File: src/rtl/nibble_serial_adder_ctrl.sv
// Nibble-serial adder controller: sequences one external 4-bit adder slice
// over a wide operand pair, LSB nibble first, with a Start/Busy/Done handshake.
module nibble_serial_adder_ctrl #(
  parameter int NIBBLES = 4
) (
  input  logic                   Clk,
  input  logic                   Rst,
  input  logic                   Start,
  input  logic [4*NIBBLES-1:0]   A,
  input  logic [4*NIBBLES-1:0]   B,
  input  logic                   Cin,
  output logic                   Busy,
  output logic                   Done,
  output logic [4*NIBBLES-1:0]   Sum,
  output logic                   Cout,
  output logic                   Ovf,
  output logic [3:0]             AdderX,
  output logic [3:0]             AdderY,
  output logic                   AdderCin,
  input  logic [3:0]             AdderS,
  input  logic                   AdderCout
);

  localparam int W  = 4 * NIBBLES;
  localparam int IW = (NIBBLES > 2) ? $clog2(NIBBLES) : 1;

  typedef enum logic [1:0] {
    S_IDLE,
    S_RUN,
    S_DONE
  } state_t;

  state_t          state_q, state_d;
  logic [IW-1:0]   idx_q, idx_d;
  logic            carry_q, carry_d;
  logic [W-1:0]    opa_q, opa_d;
  logic [W-1:0]    opb_q, opb_d;
  logic [W-1:0]    acc_q, acc_d;
  logic [W-1:0]    sum_q, sum_d;
  logic            cout_q, cout_d;
  logic            ovf_q, ovf_d;

  logic            last;
  logic            accept;
  logic [IW+1:0]   sh;

  assign last   = (idx_q == IW'(NIBBLES - 1));
  assign accept = Start && (state_q == S_IDLE || state_q == S_DONE);
  assign sh     = {idx_q, 2'b00};

  // State register
  always_ff @(posedge Clk) begin
    if (Rst) begin
      state_q <= S_IDLE;
    end else begin
      state_q <= state_d;
    end
  end

  // Datapath registers: operands, carry, index, accumulator, results
  always_ff @(posedge Clk) begin
    if (Rst) begin
      idx_q   <= '0;
      carry_q <= 1'b0;
      opa_q   <= '0;
      opb_q   <= '0;
      acc_q   <= '0;
      sum_q   <= '0;
      cout_q  <= 1'b0;
      ovf_q   <= 1'b0;
    end else begin
      idx_q   <= idx_d;
      carry_q <= carry_d;
      opa_q   <= opa_d;
      opb_q   <= opb_d;
      acc_q   <= acc_d;
      sum_q   <= sum_d;
      cout_q  <= cout_d;
      ovf_q   <= ovf_d;
    end
  end

  // Next-state logic
  always_comb begin
    state_d = state_q;
    unique case (state_q)
      S_IDLE: if (Start) state_d = S_RUN;
      S_RUN:  if (last) state_d = S_DONE;
      S_DONE: state_d = Start ? S_RUN : S_IDLE;
      default: state_d = S_IDLE;
    endcase
  end

  // Datapath next values: capture on accept, accumulate one nibble per RUN cycle
  always_comb begin
    idx_d   = idx_q;
    carry_d = carry_q;
    opa_d   = opa_q;
    opb_d   = opb_q;
    acc_d   = acc_q;
    sum_d   = sum_q;
    cout_d  = cout_q;
    ovf_d   = ovf_q;
    if (accept) begin
      opa_d   = A;
      opb_d   = B;
      carry_d = Cin;
      idx_d   = '0;
      acc_d   = '0;
    end else if (state_q == S_RUN) begin
      acc_d[sh +: 4] = AdderS;
      carry_d        = AdderCout;
      idx_d          = idx_q + 1'b1;
      if (last) begin
        idx_d  = '0;
        sum_d  = acc_d;
        cout_d = AdderCout;
        ovf_d  = (opa_q[W-1] == opb_q[W-1]) &&
                 (AdderS[3] != opa_q[W-1]);
      end
    end
  end

  // Outputs: handshake from state, adder slice driven only in RUN
  always_comb begin
    Busy     = (state_q == S_RUN);
    Done     = (state_q == S_DONE);
    AdderX   = 4'h0;
    AdderY   = 4'h0;
    AdderCin = 1'b0;
    if (state_q == S_RUN) begin
      AdderX   = opa_q[sh +: 4];
      AdderY   = opb_q[sh +: 4];
      AdderCin = carry_q;
    end
  end

  assign Sum  = sum_q;
  assign Cout = cout_q;
  assign Ovf  = ovf_q;

endmodule
File: config.mk
export PLATFORM = sky130hd
export DESIGN_NAME = nibble_serial_adder_ctrl
export DESIGN_NICKNAME = d
export VERILOG_FILES = /design/src/rtl/nibble_serial_adder_ctrl.sv
export SDC_FILE = /design/constraint.sdc
export NUM_CORES = 1
export LEC_CHECK = 0
export CAP_MARGIN = 0
export CORE_AREA = 2 2 83 85
export DETAILED_ROUTE_END_ITERATION = 8
export DIE_AREA = 0 0 85 87
export PLACE_DENSITY = 0.77
export SLEW_MARGIN = 40
export SYNTH_ARGS = -nofsm -noshare
export SYNTH_HDL_FRONTEND = slang
export SYNTH_SLANG_ARGS = --single-unit
File: constraint.sdc
create_clock -name Clk -period 2.7 [get_ports Clk]
set_input_delay 0.27 -clock Clk [delete_from_list [all_inputs] [get_ports Clk]]
set_output_delay 0.27 -clock Clk [all_outputs]
set_load 0.05 [all_outputs]
==> reports/summary.md <==
### Run
* 0 — number of maximum-capacitance violations

### Floorplanning
* 70 — I/O pin count
* 6570 µm² — core area
* 85 µm — Die Wd
* 30 — Cell Rows
* 7400 µm² — die footprint
* 87 µm — die height
* 0.483 — initial cell density of the core

### Worst setup path
* flip-flop — startpoint type of the worst setup path
* clkdlybuf4s50_1 — slowest stage cell, crit path
* output port — Worst setup EP type
* reg2out — CP Class
* 2430 ps — data required time at the worst endpoint
* 8 — maximum fanout encountered on the critical timing path
* nand2b_2 > inv_2 > and2_1 > clkdlybuf4s50_1 — cells along the critical path
* 810 ps — largest incremental delay on the critical path
* 2070 ps — worst path arrival time

### Power and ir drop
* 0.000379 V — Peak VDD IR
* 0.00229 W — post-route total power
* 564 nW/µm² — areal power density over the cells
* 1.45 nW — Lkg Pwr

### Placement
* 5.04 mm — half-perimeter wire length of the detailed placement result
* 69 — count of input and output buffers
* 0.817 — RD Place Congestion

### Global routing
* 11.7 mm — global-route wire length before repair
* 0.201 — total global-route track usage
* met2 — most used routing layer
* 0 — remaining global-route overflow
* 31 — pin count of the biggest net entering global routing
* 0.337 — met2 usage in global routing
* 2549 — number of global-route vias before repair
* 0.0626 — met3 track utilization from global routing
* 0 — number of antenna violations at the first check in global routing
* 0.247 — global-route met1 utilization

### STA
* 0 ps — Setup Total Neg Slack
* 0 — Finish-stage setup viols
* 0 — number of max-slew violations in the final report
* 0.866 — fraction of the cycle the final worst path needs
* false — setup repair after global routing missed its margin
* 2340 ps — post-layout minimum cycle time
* 428 MHz — achievable clock frequency
* 6.79 ps — Post-Route Skew
* 0.561 — Max-slew headroom
* 0 — final count of hold timing violations
* 658 ps — actual slew at the worst max-slew pin

### Layout
* 27.8% — synth-to-layout area growth
* 0.133 — layout cells sized above 1
* 463 — Nets
* nand2_1 — most common cell after layout, fill and taps aside
* nand2_1 (76), dfxtp_1 (71), clkdlybuf4s50_1 (60) — top library cells by usage in the layout, fill and taps aside
* 0 — antenna fix cells

### Yosys
* 0.448 — Seq/Total Area, Yosys
* 38 — number of distinct library cell variants in the gate-level netlist after synthesis
* 0 — async set or reset register ratio after synthesis
* 405 — number of nets produced by synthesis
* 3170 µm² — post-synthesis cell area
* dfxtp_1 — top flip-flop cell by instance count after synthesis
* 8.87 µm² — syn avg cell area
* 71 — number of storage elements in the synthesis netlist
* 358 — number of cells produced by synthesis
* 0 — number of synthesized flops with an enable pin
* 0 — number of synthesis warnings

### Detailed routing
* 7.14 mm — Post-Route WL
* 5 — iteration count of the initial detailed-routing pass
* 14.3 µm — routed length per instance
* 0 — remaining number of nets flagged by the antenna check after routing
* 0 — total DRC errors in the routed layout
* 5.44 — post-detailed-route via-to-cell ratio
* 2719 — vias
* 121 — 1st-iter DRT viols

### Clock tree
* 3 — Max H-tree Level
* 0 — Post-CTS Hold Buffers
* 71 — clock sink count
* 2 — CTS Buffer Depth
* built — CTS tree
* 350 ps — Clk Latency, worst-skew pair
* clkbuf_8 — root buf cell
* 70 ps — clock transition time at the flip-flop clock pins of the worst setup and hold paths
* 9 — number of buffers added by the clock tree synthesis step
* 0 — number of instances resized during post-cts repair
* 0 — number of buffers added for setup after CTS

### Hold path
* in2reg — HP Class

### Status
* complete, no violations — result of the run

[stage by stage]
stage,cells,hold slack [ps],utilization,cell area (µm²),setup WS [ps]
3_5_place_dp,485,444,0.586,3850,697
6_report,500,435,0.618,4060,362
3_3_place_gp,485,435,0.586,3850,732
2_1_floorplan,358,406,-,3170,688
4_1_cts,500,429,0.618,4060,339
5_1_grt,500,446,0.618,4060,252
[final timing paths]
check                                              end                    start  slack, ps  cells after the start
worst min-delay path            opb_q[15]$_SDFFE_PP0P_                      Rst        430                      2
worst max register to register     Sum[1]$_SDFFE_PP0P_    idx_q[0]$_SDFFE_PP0N_        690                      6
worst min register to register  acc_q[14]$_SDFFE_PP0N_   acc_q[14]$_SDFFE_PP0N_        450                      2
worst max-delay path                          AdderCin  state_q[0]$_SDFFE_PP0P_        360                      4
[flip-flops by register name, summed over array words and instances, names as in the netlist]
name	cells
opa_q	16
Cout	1
acc_q	16
Sum	16
idx_q	2
opb_q	16
carry_q	1
Ovf	1
state_q	2
[layer usage]
layer | part of all wire | up-vias
li1 | - | 1365
met1 | 0.44 | 1269
met2 | 0.49 | 79
met3 | 0.063 | 6
met4 | 0.011 | 0
met5 | 0 | -
[power breakdown]
group,leakage [nW],switching [W],internal (W)
combinational,0.766,0.000150,0.000124
clock,0.105,0.000394,0.000513
sequential,0.578,0.0000231,0.00108
total,1.45,0.000567,0.00172
[kinds of logic after synthesis]
kind of cell	count (synthesis)	synth area share
multiplexers	9	0.0599
adder cells (fa/ha/maj)	6	0.0236
buffers and inverters	36	0.0575
AND/OR/NAND/NOR	158	0.237
AO/OA/AOI/OAI	78	0.175
flip-flops	71	0.448
[synth_stat cells, types with 2 or more instances]
| library cell | instances | area [µm²] |
|---|---|---|
| a211oi_2 | 8 | 100 |
| a21oi_1 | 45 | 225 |
| a221oi_1 | 4 | 35.0 |
| a311oi_1 | 7 | 61.3 |
| a32o_1 | 7 | 70.1 |
| a32oi_1 | 4 | 35.0 |
| and2_1 | 10 | 62.6 |
| and3b_1 | 3 | 26.3 |
| and4bb_2 | 2 | 25.0 |
| buf_1 | 2 | 7.51 |
| buf_2 | 14 | 70.1 |
| buf_4 | 2 | 15.0 |
| buf_6 | 3 | 33.8 |
| clkbuf_1 | 10 | 37.5 |
| dfxtp_1 | 71 | 1420 |
| ha_1 | 6 | 75.1 |
| inv_1 | 4 | 15.0 |
| mux4_2 | 8 | 180 |
| nand2_1 | 76 | 285 |
| nand2b_1 | 8 | 50.1 |
| nand3_1 | 11 | 55.1 |
| nand3b_1 | 4 | 30.0 |
| nand4_1 | 3 | 18.8 |
| nor2_1 | 26 | 97.6 |
| nor2b_1 | 3 | 18.8 |
| nor3_1 | 5 | 25.0 |
[final cells by class]
class	count	area [µm²]
clock inverter	6	86.3
tap	80	100
clock buffer	9	124
timing repair buffer	78	733
multi-input combinational	251	1570
fill	557	2510
inverter	5	18.8
sequential	71	1420
[critical path, delay by kind of cell, from the launching register on]
family	cells	cell delay (ps)
buffers and inverters	2	930
and+or+nand+nor	2	330
DFF	1	470
Note: power is estimated with default switching activity, not from simulation.
